<file path="src/rtl/usr_ctrl_if.sv">
// Command/handshake and shift-register drive bundle for usr_ctrl.
// The master side issues commands; the slave side (usr_ctrl) drives sel/data/status.
interface usr_ctrl_if #(
    parameter int unsigned WIDTH = 4,
    parameter int unsigned CNT_W = 3
);
    logic                      cmd_valid;
    logic                      cmd_ready;
    logic [1:0]                cmd_op;
    logic [CNT_W-1:0]          cmd_count;
    logic [WIDTH-1:0]          cmd_data;
    logic [(1 << CNT_W)-1:0]   cmd_serial;
    logic                      abort;
    logic [1:0]                sel;
    logic [WIDTH-1:0]          data_out;
    logic                      shift_right_data;
    logic                      shift_left_data;
    logic                      busy;
    logic                      done;
    logic                      aborted;

    modport master (
        output cmd_valid, cmd_op, cmd_count, cmd_data, cmd_serial, abort,
        input  cmd_ready, sel, data_out, shift_right_data, shift_left_data,
               busy, done, aborted
    );

    modport slave (
        input  cmd_valid, cmd_op, cmd_count, cmd_data, cmd_serial, abort,
        output cmd_ready, sel, data_out, shift_right_data, shift_left_data,
               busy, done, aborted
    );
endinterface

</file>
<file path="src/rtl/usr_ctrl.sv">
// Command sequencer for a universal shift register: accepts nop/shift/load
// commands and drives registered sel, parallel data and serial input bits.
module usr_ctrl #(
    parameter int unsigned WIDTH = 4,
    parameter int unsigned CNT_W = 3
) (
    input logic       clk,
    input logic       reset,
    usr_ctrl_if.slave bus
);
    localparam int unsigned PW = 1 << CNT_W;

    typedef enum logic [1:0] {IDLE, LOAD, SHIFT, DONE} state_t;

    state_t           state_q, state_d;
    logic [1:0]       op_q, op_d;
    logic [1:0]       sel_q, sel_d;
    logic [PW-1:0]    pat_q, pat_d;
    logic [CNT_W:0]   rem_q, rem_d;
    logic [CNT_W-1:0] idx_q, idx_d;
    logic [WIDTH-1:0] data_out_q, data_out_d;
    logic             srd_q, srd_d;
    logic             sld_q, sld_d;
    logic             busy_q, busy_d;
    logic             done_q, done_d;
    logic             aborted_q, aborted_d;

    always_comb begin
        state_d    = state_q;
        op_d       = op_q;
        pat_d      = pat_q;
        rem_d      = rem_q;
        idx_d      = idx_q;
        data_out_d = data_out_q;
        sel_d      = 2'b00;
        srd_d      = 1'b0;
        sld_d      = 1'b0;
        done_d     = 1'b0;
        aborted_d  = 1'b0;

        case (state_q)
            IDLE: begin
                if (bus.cmd_valid) begin
                    op_d  = bus.cmd_op;
                    pat_d = bus.cmd_serial;
                    // Extra MSB lets a count of 0 stand for 2^CNT_W without wrapping.
                    rem_d = {(bus.cmd_count == '0), bus.cmd_count};
                    idx_d = '0;
                    case (bus.cmd_op)
                        2'b11: begin
                            state_d    = LOAD;
                            sel_d      = 2'b11;
                            data_out_d = bus.cmd_data;
                        end
                        2'b01, 2'b10: begin
                            state_d = SHIFT;
                            sel_d   = bus.cmd_op;
                            srd_d   = (bus.cmd_op == 2'b01) & bus.cmd_serial[0];
                            sld_d   = (bus.cmd_op == 2'b10) & bus.cmd_serial[0];
                        end
                        default: begin
                            state_d = DONE;
                            done_d  = 1'b1;
                        end
                    endcase
                end
            end
            LOAD: begin
                state_d   = DONE;
                done_d    = 1'b1;
                aborted_d = bus.abort;
            end
            SHIFT: begin
                if (bus.abort || rem_q == (CNT_W+1)'(1)) begin
                    state_d   = DONE;
                    done_d    = 1'b1;
                    aborted_d = bus.abort;
                end else begin
                    rem_d = rem_q - (CNT_W+1)'(1);
                    idx_d = idx_q + CNT_W'(1);
                    sel_d = op_q;
                    srd_d = (op_q == 2'b01) & pat_q[idx_d];
                    sld_d = (op_q == 2'b10) & pat_q[idx_d];
                end
            end
            DONE: state_d = IDLE;
            default: state_d = IDLE;
        endcase

        busy_d = (state_d != IDLE);
    end

    always_ff @(posedge clk or negedge reset) begin
        if (!reset) begin
            state_q    <= IDLE;
            op_q       <= 2'b00;
            pat_q      <= '0;
            rem_q      <= '0;
            idx_q      <= '0;
            data_out_q <= '0;
            sel_q      <= 2'b00;
            srd_q      <= 1'b0;
            sld_q      <= 1'b0;
            busy_q     <= 1'b0;
            done_q     <= 1'b0;
            aborted_q  <= 1'b0;
        end else begin
            state_q    <= state_d;
            op_q       <= op_d;
            pat_q      <= pat_d;
            rem_q      <= rem_d;
            idx_q      <= idx_d;
            data_out_q <= data_out_d;
            sel_q      <= sel_d;
            srd_q      <= srd_d;
            sld_q      <= sld_d;
            busy_q     <= busy_d;
            done_q     <= done_d;
            aborted_q  <= aborted_d;
        end
    end

    assign bus.cmd_ready        = (state_q == IDLE) && reset;
    assign bus.sel              = sel_q;
    assign bus.data_out         = data_out_q;
    assign bus.shift_right_data = srd_q;
    assign bus.shift_left_data  = sld_q;
    assign bus.busy             = busy_q;
    assign bus.done             = done_q;
    assign bus.aborted          = aborted_q;
endmodule

</file>
<file path="src/flat_wrapper.sv">
// flat-port wrapper written by rule: the top's interface ports become plain ports
module usr_ctrl_flat 
#(
    parameter int unsigned WIDTH = 4,
    parameter int unsigned CNT_W = 3
)
  (clk, reset, bus_cmd_valid, bus_cmd_op, bus_cmd_count, bus_cmd_data, bus_cmd_serial, bus_abort, bus_cmd_ready, bus_sel, bus_data_out, bus_shift_right_data, bus_shift_left_data, bus_busy, bus_done, bus_aborted);
  usr_ctrl_if #(.WIDTH(WIDTH), .CNT_W(CNT_W)) bus_i ();
  input logic clk;
  input logic reset;
  input wire logic [$bits(bus_i.cmd_valid)-1:0] bus_cmd_valid;
  input wire logic [$bits(bus_i.cmd_op)-1:0] bus_cmd_op;
  input wire logic [$bits(bus_i.cmd_count)-1:0] bus_cmd_count;
  input wire logic [$bits(bus_i.cmd_data)-1:0] bus_cmd_data;
  input wire logic [$bits(bus_i.cmd_serial)-1:0] bus_cmd_serial;
  input wire logic [$bits(bus_i.abort)-1:0] bus_abort;
  output wire logic [$bits(bus_i.cmd_ready)-1:0] bus_cmd_ready;
  output wire logic [$bits(bus_i.sel)-1:0] bus_sel;
  output wire logic [$bits(bus_i.data_out)-1:0] bus_data_out;
  output wire logic [$bits(bus_i.shift_right_data)-1:0] bus_shift_right_data;
  output wire logic [$bits(bus_i.shift_left_data)-1:0] bus_shift_left_data;
  output wire logic [$bits(bus_i.busy)-1:0] bus_busy;
  output wire logic [$bits(bus_i.done)-1:0] bus_done;
  output wire logic [$bits(bus_i.aborted)-1:0] bus_aborted;
  assign bus_i.cmd_valid = bus_cmd_valid;
  assign bus_i.cmd_op = bus_cmd_op;
  assign bus_i.cmd_count = bus_cmd_count;
  assign bus_i.cmd_data = bus_cmd_data;
  assign bus_i.cmd_serial = bus_cmd_serial;
  assign bus_i.abort = bus_abort;
  assign bus_cmd_ready = bus_i.cmd_ready;
  assign bus_sel = bus_i.sel;
  assign bus_data_out = bus_i.data_out;
  assign bus_shift_right_data = bus_i.shift_right_data;
  assign bus_shift_left_data = bus_i.shift_left_data;
  assign bus_busy = bus_i.busy;
  assign bus_done = bus_i.done;
  assign bus_aborted = bus_i.aborted;
  usr_ctrl #(.WIDTH(WIDTH), .CNT_W(CNT_W)) u_core (.clk(clk), .reset(reset), .bus(bus_i));
endmodule
</file>
<file path="config.mk">
export PLATFORM = sky130hd
export DESIGN_NAME = usr_ctrl_flat
export DESIGN_NICKNAME = d
export VERILOG_FILES = /design/src/rtl/usr_ctrl_if.sv /design/src/rtl/usr_ctrl.sv /design/src/flat_wrapper.sv
export SDC_FILE = /design/constraint.sdc
export NUM_CORES = 1
export LEC_CHECK = 0
export ABC_AREA = 1
export CAP_MARGIN = 20
export CORE_MARGIN = 4
export CORE_UTILIZATION = 45
export DETAILED_ROUTE_END_ITERATION = 8
export DONT_BUFFER_PORTS = 1
export SYNTH_ARGS = -nofsm -noshare
export SYNTH_HDL_FRONTEND = slang
export SYNTH_SLANG_ARGS = --single-unit
</file>
<file path="constraint.sdc">
create_clock -name clk -period 1.6 [get_ports clk]
set_clock_uncertainty 0.15 [all_clocks]
set_input_delay 0.32 -clock clk [delete_from_list [all_inputs] [get_ports clk]]
set_output_delay 0.32 -clock clk [all_outputs]
set_load 0.005 [all_outputs]
</file>
* Word level (Yosys, flattened, before mapping)
Index checks and enable logic that the tools add are counted.
Word-level totals: register bits 30, bits in latches 0, RAM bits 0, ROM bits 0, input bits 21, output and inout bits 12, word-level logic and storage cells 71, memories kept 0
Operators by class: add/subtract/negate cells 2, multipliers 0, div/mod/pow operators 0, $lt $le $gt $ge 1, equality and inequality tests 11, shift operators 0, muxes and demuxes 30, bitwise operators 4, reductions and logical operators 11
Operator list (count):
- $pmux W2 S2 | 3
- $mux W1 | 11
- $eq A2 B2 Y1 const B | 5
- $mux W2 | 4
- $mux W4 | 2
- $pmux W2 S4 | 1
- $pmux W4 S2 | 1
- $eq A2 B1 Y1 const B | 3
- $mux W3 | 2
- $pmux W1 S2 | 3
- $pmux W3 S2 | 1
- $reduce_and A3 Y1 | 2
- $and A1 B1 Y1 | 4
- $eq A4 B1 Y1 const B | 1
- $lt A3 B4 Y1 const B | 1
- $ne A2 B2 Y1 const B | 2
- $reduce_bool A2 Y1 | 2
- $sub A4 B1 Y4 const B | 1
- $add A3 B1 Y3 const B | 1
- $bmux W1 S3 | 1
- $logic_not A3 Y1 | 1
- $pmux W1 S3 | 1
- $reduce_or A3 Y1 | 1
- $logic_not A2 Y1 | 1
- other kinds (4) | 4

* Depth between registers and ports, before layout
depth after elaboration 6, mapped depth 9, mapped depth without buffers 9

* Least setup slack after synthesis
Ideal clock, no wire load.
kind flip-flop to flip-flop, from register u_core.state_q[0], to register u_core.data_out_q[0] (netlist: u_core.bus.data_out[0]), library setup time 0.125 ns, data arrival time 1.252 ns, data required time 1.325 ns, slack 0.073 ns, cell stages (with the launch flop) 7, cell sequence dfrtp_1 > inv_1 > ha_1 > nand2_4 > inv_6 > nand2_4 > mux2_4
Between the ends: cells in the longest elaborated chain, start to end 2
RTL lines:
- start, declared | RTL line usr_ctrl.sv:15 | state_t state_q, state_d;
- start signal, assigned | RTL line usr_ctrl.sv:108 | state_q <= state_d;
- $logic_not A2 Y1 | RTL line usr_ctrl.sv:41 | case (state_q)
- $reduce_and A3 Y1 (no line)
- end signal, assigned | RTL line usr_ctrl.sv:113 | data_out_q <= data_out_d;
- end, declared | RTL line usr_ctrl.sv:21 | logic [WIDTH-1:0] data_out_q, data_out_d;
Every way passes these cells. A chain may end at the register's enable or synchronous reset.

* Worst setup path in the final report
from register u_core.state_q[1], to register u_core.data_out_q[3] (netlist: u_core.bus.data_out[3])
The elaborated chain is that of the path after synthesis.

==> metrics.md <==
| Metric | Value |
|---|---|
| DRT iter0 DRCs | 53 |
| Clock Sinks | 30 |
| Die Ht | 68.2 microns |
| Sequential Area | 751 sq um |
| Clock power frac | 13.7% |
| Die width | 68.2 microns |
| Final instance area | 2010 sq um |
| Pint | 2.05 mW |
| Final WL | 3.24 mm |
| Flop pwr share | 36.3% |
| Leading cell types in the layout, fill and taps excluded | nand2_1, dfrtp_1, inv_1 |
| Worst-path maximum fanout | 8 |
| Fmax | 0.636 GHz |
| FILL cells | 318 |
| Row count | 21 |
| Avg Inst Size Synth | 8.87 sq um |
| DR vias/cell | 4.78 |
| Root buf cell | clkbuf_4 |
| Worst Path Arrival | 1640 ps |
| GPL Wtd Cong | 0.828 |
| Flops & latches, synth | 30 |
| WP data required | 1670 ps |
| Starting density of the core | 47.8% |
| Layout cell share with drive strength beyond 1 | 22.0% |
| Max-slew violation count | 0 |
| Post-Layout Cell Count | 260 |
| Worst slew margin | 83.7% |
| Pre-antenna DRT Iters | 4 |
| WL per Instance | 12.5 microns |
| All-Layer GR Usage | 16.2% |
| Largest net degree at the start of global routing | 31 |
| Period utilisation layout | 98.3% |
| Number of global-route vias before repair | 1234 |
| # H-tree levels | 2 |
| # DRC | 0 |
| DRT antenna net count | 0 |
| CTS tree | done |
| Number of nets in the layout | 248 |
| Post-Syn Instances | 184 |
| Crit. End Element | flip-flop |
| Total Die Area | 4660 sq um |
| HPWL after DPL | 2.30 mm |
| Post-Route Setup TNS | 0 ps |
| CORE AREA | 3420 sq um |
| Initial antenna violation count | 0 |
| Max Cap Viol | 0 |
| Peak VDD IR | 818 uV |
| Net switching power | 1.44 mW |
| Layout area overhead | 23.1% |
| Worst-Skew Late Latency | 330 ps |
| Post-Synthesis Net Count | 219 |
| Sequential area share after synthesis | 46.0% |
| Clk slew on worst S/H paths | 100 ps |
| Fin crit period | 1570 ps |
| Grt ovf | 0 |
| Vias | 1243 |
| Inst Count DP | 233 |
| Multi-input gate area | 803 sq um |
| Ant diodes | 0 |
| Leak | 1.03 nW |
| Result of the run | complete, no violations |
| Comb pwr share | 50.0% |
| Most common cell after layout, fill and taps aside | nand2_1 |
| CTS Buffer Depth | 2 |
| # port buffers | 0 |
| HP Class | input port to flip-flop |
| Io pins | 33 |
| Final number of setup-violating endpoints | 0 |
| Yosys warnings | 0 |
| Hold slack | 57.1 ps |
| First-pass GRT wire length | 5.49 mm |
| Sw Ratio | 41.2% |
| Netlist cell types | 27 |
| Setup CP Type | flip-flop to flip-flop |
| Startpoint types | flip-flop |
| Synthesized cell area | 1630 sq um |
| Pwr Density | 1740 nW/um^2 |
| TritonCTS Buffers | 5 |
| Worst-Margin Slew | 243 ps |
| Placed inst area | 1720 sq um |
| Final core utilization | 58.8% |
| Unrepaired setup endpoints after global routing | true |
| Final Hold Viols | 0 |
-- cell usage after synthesis --
library cell | n | area, sq um
o21ai_1 | 3 | 15.0
nand4_1 | 1 | 6.26
nand2_2 | 2 | 12.5
a31oi_1 | 1 | 6.26
inv_2 | 4 | 15.0
a21oi_2 | 1 | 8.76
o21ai_0 | 15 | 75.1
inv_1 | 22 | 82.6
a21oi_1 | 4 | 20.0
buf_2 | 1 | 5.00
buf_4 | 1 | 7.51
nand3_1 | 8 | 40.0
o21ai_2 | 4 | 35.0
nor3_1 | 2 | 10.0
nand2_4 | 3 | 33.8
or2_1 | 1 | 6.26
o22ai_1 | 1 | 6.26
nor2_1 | 6 | 22.5
nand2_1 | 50 | 188
mux2_4 | 4 | 60.1
nand3_2 | 1 | 10.0
xnor2_1 | 2 | 17.5
dfrtp_1 | 30 | 751
ha_1 | 14 | 175
inv_6 | 1 | 8.76
or2_4 | 1 | 8.76
nor2_2 | 1 | 6.26
-- flip-flops by register name, summed over array words and instances, names as in the netlist --
name                         count
u_core.bus.shift_left_data       1
u_core.op_q                      2
u_core.rem_q                     4
u_core.bus.done                  1
u_core.bus.shift_right_data      1
u_core.idx_q                     3
u_core.bus.aborted               1
u_core.bus.data_out              4
u_core.state_q                   2
u_core.bus.busy                  1
u_core.bus.sel                   2
u_core.pat_q                     8
-- cells by family after synthesis --
group	after synthesis	synth area share, %
fa+ha+maj	14	10.7
compound gates	29	10.2
buf+inv	29	7.28
mux	4	3.68
xor+xnor	2	1.07
simple gates	76	21.1
flops	30	46.0
-- routing by layer --
metal	part of all wire (%)	vias to the layer above	global-route usage [%]
met5	0	-	0
met4	1.5	0	5.96
met3	4.7	7	5.25
met2	48	23	26.1
met1	46	573	20.2
li1	-	640	-
-- worst paths after layout --
check | from | end | slack, ps | depth (start not counted)
setup / recovery | u_core.state_q[1] | u_core.bus.data_out[3] | 30 | 7
hold / removal | bus_cmd_count[2] | u_core.rem_q[2] | 60 | 2
setup reg to reg | u_core.state_q[1] | u_core.bus.data_out[3] | 30 | 7
hold reg to reg | u_core.idx_q[1] | u_core.idx_q[1] | 360 | 2
max in group asynchronous | reset | u_core.bus.busy | 860 | 2
min in group asynchronous | reset | u_core.rem_q[1] | 270 | 2
-- timing repair --
item                                   in CTS  in global routing
buffers inserted                            2                  2
pin swaps                                   0                  1
gates resized for setup                     5                  5
endpoints found under the hold margin      43                  0
setup endpoints to repair                   3                  4
hold buffers                               15                  0
-- through the flow --
stage	power, mW	setup WS (ps)
after detailed placement	2.80	-52.8
after global routing	3.83	-17.7
after floorplan	2.44	73.2
final	3.49	26.5
after global placement	2.74	55.5
after CTS	3.43	19.4
-- critical path, cell delays in order (launching register included) --
cell and delay (ps):
dfrtp_1 400, inv_2 70, ha_4 170, buf_4 140, nand2_4 100, inv_6 50
nand2_4 90, mux2_4 300
-- cell type report --
class	instances	area share [%]
flip-flops and latches	30	37.4
clock buffers	6	2.55
repair buffers	24	11.3
inverters	27	5.29
clock inverters	2	0.623
multi-input cells	125	40.0
well taps	46	2.86
-- power by group through the flow --
stage	clock network (mW)	logic (mW)	registers [mW]
floorplan	0	1.18	1.26
global placement	0	1.46	1.28
detailed placement	0	1.52	1.28
CTS	0.497	1.66	1.27
global route	0.537	1.98	1.31
finish	0.477	1.74	1.27
Power figures use the tool's default switching activity.
